$ cat config.mk
export PLATFORM = sky130hd
export DESIGN_NAME = stereo_decimator_flat
export DESIGN_NICKNAME = d
export VERILOG_FILES = /design/src/rtl/stereo_decimator_if.sv /design/src/rtl/stereo_decimator.sv /design/src/flat_wrapper.sv
export SDC_FILE = /design/constraint.sdc
export NUM_CORES = 1
export LEC_CHECK = 0
export CORE_ASPECT_RATIO = 0.7
export CORE_MARGIN = 10
export CORE_UTILIZATION = 56
export CTS_CLUSTER_DIAMETER = 100
export CTS_CLUSTER_SIZE = 12
export DETAILED_ROUTE_END_ITERATION = 7
export GPL_ROUTABILITY_DRIVEN = 0
export PLACE_DENSITY_LB_ADDON = 0.12
export SLEW_MARGIN = 10
export SYNTH_ARGS = -nofsm -noshare
export SYNTH_HDL_FRONTEND = slang
export SYNTH_SLANG_ARGS = --single-unit
$ cat constraint.sdc
create_clock -name clk -period 5.2 [get_ports clk]
set_input_delay 1.3 -clock clk [delete_from_list [all_inputs] [get_ports clk]]
set_output_delay 1.3 -clock clk [all_outputs]
set_load 0.02 [all_outputs]
$ cat src/rtl/stereo_decimator_if.sv
// Sample bus between the stereo source, the boxcar decimator and the echo stage.
// master drives samples in, slave is the decimator.
interface stereo_decimator_if #(
   parameter int unsigned W = 16
);
   logic                sample_clk;
   logic signed [W-1:0] sample_in0;
   logic signed [W-1:0] sample_in1;
   logic signed [W-1:0] sample_out0;
   logic signed [W-1:0] sample_out1;
   logic                decimate_clk;
   logic                out_strobe;

   modport master (
      output sample_clk, sample_in0, sample_in1,
      input  sample_out0, sample_out1, decimate_clk, out_strobe
   );

   modport slave (
      input  sample_clk, sample_in0, sample_in1,
      output sample_out0, sample_out1, decimate_clk, out_strobe
   );
endinterface

$ cat src/rtl/stereo_decimator.sv
// Two-channel boxcar decimator: averages blocks of 2^(DECIMATE+1) samples per
// channel and emits a reduced-rate clock plus a one-cycle strobe per output.
module stereo_decimator #(
   parameter int unsigned W        = 16,
   parameter int unsigned DECIMATE = 2
) (
   input logic             clk,
   input logic             rst,
   stereo_decimator_if.slave bus
);
   localparam int unsigned CW   = DECIMATE + 1;
   localparam int unsigned AW   = W + CW;
   localparam int unsigned R    = 1 << CW;
   localparam logic [CW-1:0] LAST = CW'(R - 1);
   localparam logic [CW-1:0] HALF = CW'(R / 2);

   typedef enum logic {ACCUM = 1'b0, DUMP = 1'b1} state_t;

   state_t               state, state_nxt;
   logic                 sample_clk_q;
   logic                 edge_c;
   logic signed [AW-1:0] ext0_c, ext1_c;
   logic signed [AW-1:0] acc0, acc1, acc0_nxt, acc1_nxt;
   logic signed [AW-1:0] sum_q0, sum_q1, sum0_nxt, sum1_nxt;
   logic [CW-1:0]        count, count_nxt;
   logic signed [W-1:0]  out0_q, out1_q, out0_nxt, out1_nxt;
   logic                 dclk_q, dclk_nxt;
   logic                 strobe_q, strobe_nxt;

   assign edge_c = bus.sample_clk & ~sample_clk_q;
   assign ext0_c = {{CW{bus.sample_in0[W-1]}}, bus.sample_in0};
   assign ext1_c = {{CW{bus.sample_in1[W-1]}}, bus.sample_in1};

   // sample_clk_q resets high so a level already high at release is not an edge
   always_ff @(posedge clk or posedge rst) begin
      if (rst) begin
         state        <= ACCUM;
         sample_clk_q <= 1'b1;
         acc0         <= '0;
         acc1         <= '0;
         sum_q0       <= '0;
         sum_q1       <= '0;
         count        <= '0;
         out0_q       <= '0;
         out1_q       <= '0;
         dclk_q       <= 1'b0;
         strobe_q     <= 1'b0;
      end else begin
         state        <= state_nxt;
         sample_clk_q <= bus.sample_clk;
         acc0         <= acc0_nxt;
         acc1         <= acc1_nxt;
         sum_q0       <= sum0_nxt;
         sum_q1       <= sum1_nxt;
         count        <= count_nxt;
         out0_q       <= out0_nxt;
         out1_q       <= out1_nxt;
         dclk_q       <= dclk_nxt;
         strobe_q     <= strobe_nxt;
      end
   end

   always_comb begin
      state_nxt  = state;
      acc0_nxt   = acc0;
      acc1_nxt   = acc1;
      sum0_nxt   = sum_q0;
      sum1_nxt   = sum_q1;
      count_nxt  = count;
      out0_nxt   = out0_q;
      out1_nxt   = out1_q;
      dclk_nxt   = dclk_q;
      strobe_nxt = 1'b0;

      // Publish the block average; arithmetic shift floors toward -inf
      if (state == DUMP) begin
         out0_nxt   = W'(sum_q0 >>> CW);
         out1_nxt   = W'(sum_q1 >>> CW);
         strobe_nxt = 1'b1;
         dclk_nxt   = 1'b1;
         state_nxt  = ACCUM;
      end

      // An edge during DUMP lands in the already-cleared accumulators
      if (edge_c) begin
         if (count == LAST) begin
            sum0_nxt  = acc0 + ext0_c;
            sum1_nxt  = acc1 + ext1_c;
            acc0_nxt  = '0;
            acc1_nxt  = '0;
            count_nxt = '0;
            state_nxt = DUMP;
         end else begin
            acc0_nxt  = acc0 + ext0_c;
            acc1_nxt  = acc1 + ext1_c;
            count_nxt = count + CW'(1);
            if ((count + CW'(1)) == HALF && state == ACCUM)
               dclk_nxt = 1'b0;
         end
      end
   end

   assign bus.sample_out0  = out0_q;
   assign bus.sample_out1  = out1_q;
   assign bus.decimate_clk = dclk_q;
   assign bus.out_strobe   = strobe_q;
endmodule

$ cat src/flat_wrapper.sv
// flat-port wrapper written by rule: the top's interface ports become plain ports
module stereo_decimator_flat 
#(
   parameter int unsigned W        = 16,
   parameter int unsigned DECIMATE = 2
)
  (clk, rst, bus_sample_clk, bus_sample_in0, bus_sample_in1, bus_sample_out0, bus_sample_out1, bus_decimate_clk, bus_out_strobe);
  stereo_decimator_if #(.W(W)) bus_i ();
  input logic clk;
  input logic rst;
  input wire logic [$bits(bus_i.sample_clk)-1:0] bus_sample_clk;
  input wire logic [$bits(bus_i.sample_in0)-1:0] bus_sample_in0;
  input wire logic [$bits(bus_i.sample_in1)-1:0] bus_sample_in1;
  output wire logic [$bits(bus_i.sample_out0)-1:0] bus_sample_out0;
  output wire logic [$bits(bus_i.sample_out1)-1:0] bus_sample_out1;
  output wire logic [$bits(bus_i.decimate_clk)-1:0] bus_decimate_clk;
  output wire logic [$bits(bus_i.out_strobe)-1:0] bus_out_strobe;
  assign bus_i.sample_clk = bus_sample_clk;
  assign bus_i.sample_in0 = bus_sample_in0;
  assign bus_i.sample_in1 = bus_sample_in1;
  assign bus_sample_out0 = bus_i.sample_out0;
  assign bus_sample_out1 = bus_i.sample_out1;
  assign bus_decimate_clk = bus_i.decimate_clk;
  assign bus_out_strobe = bus_i.out_strobe;
  stereo_decimator #(.W(W), .DECIMATE(DECIMATE)) u_core (.clk(clk), .rst(rst), .bus(bus_i));
endmodule
==> results of run 1 <==
[layer usage]
layer  share of wire  vias up
met2            0.43      105
met5               0        -
met4          0.0078        0
met3           0.059       14
li1                -     2091
met1            0.50     2087
[Yosys cell counts, drive strengths merged, types with 2 or more instances]
cell type    n  area (um^2)
o311ai       2         17.5
nand4        7         43.8
a211o        2         17.5
nor2        12         45.0
a22o        18          158
o21ai       50          258
a31oi        3         18.8
nand2b       4         25.0
a21o        26          196
o21a         4         30.0
nor2b        7         43.8
nor3         5         25.0
o41ai        3         26.3
a21oi       32          168
o211ai       3         22.5
mux2        44          495
ha          39          488
nand2       66          248
and2         2         12.5
a211oi       2         20.0
a21boi       2         26.3
dfrtp      108         2700
inv         16         60.1
xnor2       20          175
buf          5         36.3
nand3        8         40.0
xor2        10         87.6
clkbuf      19         71.3
o21bai       4         30.0
fa           2         40.0
o31ai        6         45.0
or3          5         31.3
[power by group]
| group | leakage (nW) | internal [mW] | total, mW | switching [mW] |
|---|---|---|---|---|
| logic | 1.75 | 0.816 | 1.81 | 0.998 |
| registers | 1.43 | 1.14 | 1.31 | 0.166 |
| clock network | 0.141 | 0.417 | 0.723 | 0.306 |
[through the flow]
step / cell area, um^2 / utilization
final: 6910 / 0.675
after global routing: 6910 / 0.675
after CTS: 6910 / 0.675
after detailed placement: 6600 / 0.645
after global placement: 6600 / 0.645
after floorplan: 5820 / -
[how the worst max path moves through the flow]
stage                 startpoint  slack [ns]                             to
2_1_floorplan                rst        1.03     u_core.acc0[0]$_DFFE_PP0P_
3_3_place_gp   bus_sample_in0[0]        1.37  u_core.sum_q0[18]$_DFFE_PP0P_
3_5_place_dp   bus_sample_in0[0]        1.24  u_core.sum_q0[18]$_DFFE_PP0P_
4_1_cts        bus_sample_in0[0]        1.61  u_core.sum_q0[18]$_DFFE_PP0P_
5_1_grt        bus_sample_in0[0]        1.44  u_core.sum_q0[18]$_DFFE_PP0P_
6_report       bus_sample_in0[0]        1.62  u_core.sum_q0[18]$_DFFE_PP0P_
[worst max-delay path, cell delays in order]
cell and delay [ns]:
clkdlybuf4s50_1 0.46, ha_1 0.17, inv_1 0.06, fa_1 0.37, nor2b_1 0.21, o21bai_1 0.13
a21oi_2 0.19, nor2_1 0.11, a211o_1 0.33, or3_1 0.36, a31oi_1 0.17
[area by class of cell]
cell class	count	area (um^2)	share of cell area
Inverter	16	62.6	0.00906
Clock buffer	10	229	0.0331
Timing Repair Buffer	74	726	0.105
Tap cell	132	165	0.0239
Multi-Input combinational cell	398	2920	0.423
Sequential cell	109	2730	0.395
Clock inverter	4	75.1	0.0109
[sequential cells by signal, summed over array words and instances (netlist names)]
| signal | flops |
|---|---|
| u_core.acc0 | 19 |
| u_core.acc1 | 19 |
| u_core.bus.decimate_clk | 1 |
| u_core.bus.out_strobe | 1 |
| u_core.bus.sample_out0 | 16 |
| u_core.bus.sample_out1 | 16 |
| u_core.count | 3 |
| u_core.sample_clk_q | 1 |
| u_core.state | 1 |
| u_core.sum_q0 | 16 |
| u_core.sum_q1 | 16 |
[cell families (layout without fill, tap and decap cells)]
group	Yosys count	in the layout	share of synthesized area
buf+inv	40	104	0.0288
compound gates	164	164	0.189
flops	109	109	0.469
mux	44	44	0.0852
fa+ha+maj	41	41	0.0908
simple gates	119	119	0.0923
xor+xnor	30	30	0.0452
==> results.cfg, run 1 <==
[floorplan]
die_w_um = 142
rows = 31
core_area_um2 = 10200
dieHeight_um = 105
start_util = 0.568
pin_count = 69
die_area_um2 = 14900

[worst_setup_path]
critPathRequiredTime_ns = 5.47
crit_path_start_kind = input port
rrSetupSlack_ns = 2.63
cp-end-kind = register
r2r_start = u_core.acc1[7]$_DFFE_PP0P_
path_class = in -> reg
critPathMaxFanout = 4
reg2regPathDepth = 8
r2r-end = u_core.sum_q1[14]$_DFFE_PP0P_
crit_arrival_ns = 3.85

[clocking]
cts_made_buffers = 9
clkLatencyLatePin_ns = 0.35
ctsResizeCount = 0
clk_pin_slew_worst_paths_ns = 0.07
htree_levels = 3
cts_root_buffer = clkbuf_16
post_cts_buffers = 0
clkSinkCount = 109
cts_tree = built
holdBufCountCts = 0
cts_buffer_depth = 2

[pwr]
fin_total_pwr_mw = 3.84
powerDensity_nw_per_um2 = 556
leakage_nw = 3.31
irDropWorstVdd_uv = 250

[yosys]
seq_area_frac_synth = 0.469
ys_types = 52
netlist_instances = 547
yosys_warnings = 0
netlist_area_um2 = 5820
ys_ff_latch = 109
synth_edf_count = 0
syn_nets = 623
syn_avg_cell_area_um2 = 10.6
synth-async-reset-ratio = 1.00
synth_ff_type = dfrtp_1

[detailed_routing]
drt-total-wl_um = 13300
first_pass_iters = 5
via_per_inst = 5.78
wl_per_cell_um = 17.9
vias = 4297
drc = 0
ant_nets = 0
drt_iter0_drc = 356

[sta]
period_needed_ns = 3.58
final_max_slew_viol_count = 0
fin_tns_setup_ns = 0
min_period_over_period = 0.689
report.final.setup_viol = 0
setup_slack_ns = 1.62
skew_ns = 0.00678
worst_pin_slew_ns = 0.898
hold_ws_ns = 0.476
hold_violations = 0
fmax_mhz = 279
slew_headroom = 0.400
rsz0062_at_grt = false

[place]
dp_worst_setup_slack_ns = 1.24
io_buffers = 68
place_inst = 729
hpwl_um = 9570

[global_routing]
gr-max-usage-layer = met1
grt_pass1_wl_um = 22200
grt_use_met3 = 0.0471
grt_overflow = 0
track_usage = 0.180
grt_use_met2 = 0.262
grt_max_degree = 43
grtUsageMet1 = 0.264
grt_pass1_vias = 4278
antenna_found_initial = 0

[layout]
finalNonFillerCells = 743
fillCellCount = 796
layout.nets = 684
num_antenna_cells = 0
layout-drive-gt1-share = 0.121
area_delta_synth_final_pct = 18.7
final_cell_mix = dfrtp_1 (108), clkdlybuf4s50_1 (68), nand2_1 (66), mux2_2 (44), ha_1 (39)
mostFrequentLayoutCell = dfrtp_1

[flow_run]
maxCapViolations = 0

[worst_hold_path]
hold_depth = 2
min_from = u_core.sum_q0[9]$_DFFE_PP0P_
whs_endpoint = u_core.sum_q0[9]$_DFFE_PP0P_
min_path_type = reg -> reg

[status]
status = finished clean
Power figures use the tool's default switching activity.
==> run 2, diff against run 1 <==
--- a/config.mk
+++ b/config.mk
@@ -7,7 +7,7 @@
 export LEC_CHECK = 0
 export CORE_ASPECT_RATIO = 0.7
 export CORE_MARGIN = 10
-export CORE_UTILIZATION = 56
+export CORE_UTILIZATION = 51
 export CTS_CLUSTER_DIAMETER = 100
 export CTS_CLUSTER_SIZE = 12
 export DETAILED_ROUTE_END_ITERATION = 7
==> constraint.sdc (replaced) <==
create_clock -name clk -period 3.1 [get_ports clk]
set_input_delay 0.775 -clock clk [delete_from_list [all_inputs] [get_ports clk]]
set_output_delay 0.775 -clock clk [all_outputs]
set_load 0.02 [all_outputs]
==> results.cfg, run 2 (synthesized netlist as in run 1, its figures left out) <==
[sta]
period_needed_ns = 2.93
skew_ns = 0.00756
min_period_over_period = 0.944
final_max_slew_viol_count = 0
report.final.setup_viol = 0
rsz0062_at_grt = false
worst_pin_slew_ns = 0.723
hold_violations = 0
hold_ws_ns = 0.477
slew_headroom = 0.518
fmax_mhz = 342

[layout]
reg.largest.list = u_core.acc0: 19 flops, u_core.acc1: 19 flops
num_antenna_cells = 0
final_cell_mix = dfrtp_1 (108), clkdlybuf4s50_1 (68), nand2_1 (66), buf_4 (58), mux2_2 (44)
fillCellCount = 850
area_delta_synth_final_pct = 26.6
fin_area_um2 = 7360
layout.nets = 738
mostFrequentLayoutCell = dfrtp_1
finalNonFillerCells = 820
layout-drive-gt1-share = 0.198

[detailed_routing]
wl_per_cell_um = 17.4
drc = 0
via_per_inst = 5.53
drt_iter0_drc = 256
first_pass_iters = 4
ant_nets = 0
drt-total-wl_um = 14300
vias = 4532

[pwr]
leakage_nw = 3.58
powerDensity_nw_per_um2 = 933
irDropWorstVdd_uv = 353
fin_total_pwr_mw = 6.87

[worst_setup_path]
critPathSlowestCell = clkdlybuf4s50_1
r2r_start = u_core.acc1[7]$_DFFE_PP0P_
crit_start = bus_sample_in0[0]
rrSetupSlack_ns = 0.66
cp-end-kind = register
critPathMaxStageDelay_ns = 0.46
path_class = in -> reg
crit_path_start_kind = input port
path_cells = clkdlybuf4s50_1 > ha_1 > inv_1 > fa_1 > nor2b_2 > o21bai_1 > a21oi_2 > nor2_1 > a211o_1 > buf_4 > o211ai_1 > o311ai_1
r2r-end = u_core.sum_q1[14]$_DFFE_PP0P_
crit_arrival_ns = 3.14
reg2regPathDepth = 8
critPathMaxFanout = 3
critPathRequiredTime_ns = 3.32

[clocking]
clk_pin_slew_worst_paths_ns = 0.07
clkSinkCount = 109
cts_tree = built
cts_root_buffer = clkbuf_16
cts_buffer_depth = 2
cts_made_buffers = 9
htree_levels = 3
post_cts_buffers = 0
clkLatencyLatePin_ns = 0.35

[floorplan]
dieHeight_um = 109
rows = 32
die_w_um = 148
pin_count = 69
core_area_um2 = 11100
die_area_um2 = 16100
start_util = 0.525

[global_routing]
track_usage = 0.182
antenna_found_initial = 0
grt_overflow = 0
grt_max_degree = 37
grt_pass1_wl_um = 23800
grt_pass1_vias = 4651

[worst_hold_path]
min_path_type = reg -> reg
hold_depth = 2
whs_endpoint = u_core.sum_q0[11]$_DFFE_PP0P_
min_from = u_core.sum_q0[11]$_DFFE_PP0P_

[status]
status = finished clean

[place]
hpwl_um = 10700
io_buffers = 68
place_inst = 804
placed_cell_area_um2 = 7060

[flow_run]
maxCapViolations = 0
[run 2: cell types whose count changed in the layout (fill, tap and decap cells not counted), sizes merged]
cell      change
buf          +54
clkinv        +2
clkinvlp      +2
bufinv        -1
clkbuf        -1
[run 2: cell type report]
cell class	count	area, um^2	share of cell area
clock inverters	7	75.1	0.0102
repair buffers	128	1160	0.157
inverters	16	63.8	0.00866
flip-flops and latches	109	2730	0.371
clock buffers	9	225	0.0306
well taps	153	191	0.0260
multi-input cells	398	2920	0.397
[run 2: timing repair]
item | 4_1_cts | 5_1_grt
hold endpoints to repair | 0 | 0
hold buffers | 0 | 0
setup endpoints to repair | 0 | 1
resized for setup | 0 | 2
[run 2: worst max-delay path, delay by kind of cell]
kind                     cells  cell delay [ns]
AO/OA/AOI/OAI                5             0.92
adder cells (fa/ha/maj)      2             0.57
buffers and inverters        3             0.67
AND/OR/NAND/NOR              2             0.22
[run 2: routing by layer]
metal,GRT usage,wire [um]
met1,0.250,6980
met5,0,0
met3,0.0509,854
met2,0.281,6300
met4,0.0458,152
[run 2: metrics by stage]
| step | utilization | setup TNS, ns | setup slack (ns) |
|---|---|---|---|
| after floorplan | - | 0 | 0.363 |
| after detailed placement | 0.637 | -2.03 | -0.218 |
| after global placement | 0.637 | -0.623 | -0.127 |
| final | 0.664 | 0 | 0.173 |
| after global routing | 0.664 | 0 | 0.0357 |
| after CTS | 0.664 | 0 | 0.117 |
[run 2: worst max-delay path by stage]
stage                                               end
after floorplan           u_core.sum_q1[14]$_DFFE_PP0P_
after global placement    u_core.sum_q0[18]$_DFFE_PP0P_
after detailed placement    u_core.acc0[18]$_DFFE_PP0P_
after CTS                   u_core.acc0[18]$_DFFE_PP0P_
after global routing        u_core.acc0[18]$_DFFE_PP0P_
final                       u_core.acc0[18]$_DFFE_PP0P_
[run 2: where the power goes]
| part | switching (mW) | total, mW | leakage [nW] | internal [mW] |
|---|---|---|---|---|
| sequential | 0.289 | 2.20 | 1.43 | 1.91 |
| combinational | 1.78 | 3.49 | 2.02 | 1.71 |
| clock | 0.551 | 1.18 | 0.138 | 0.630 |
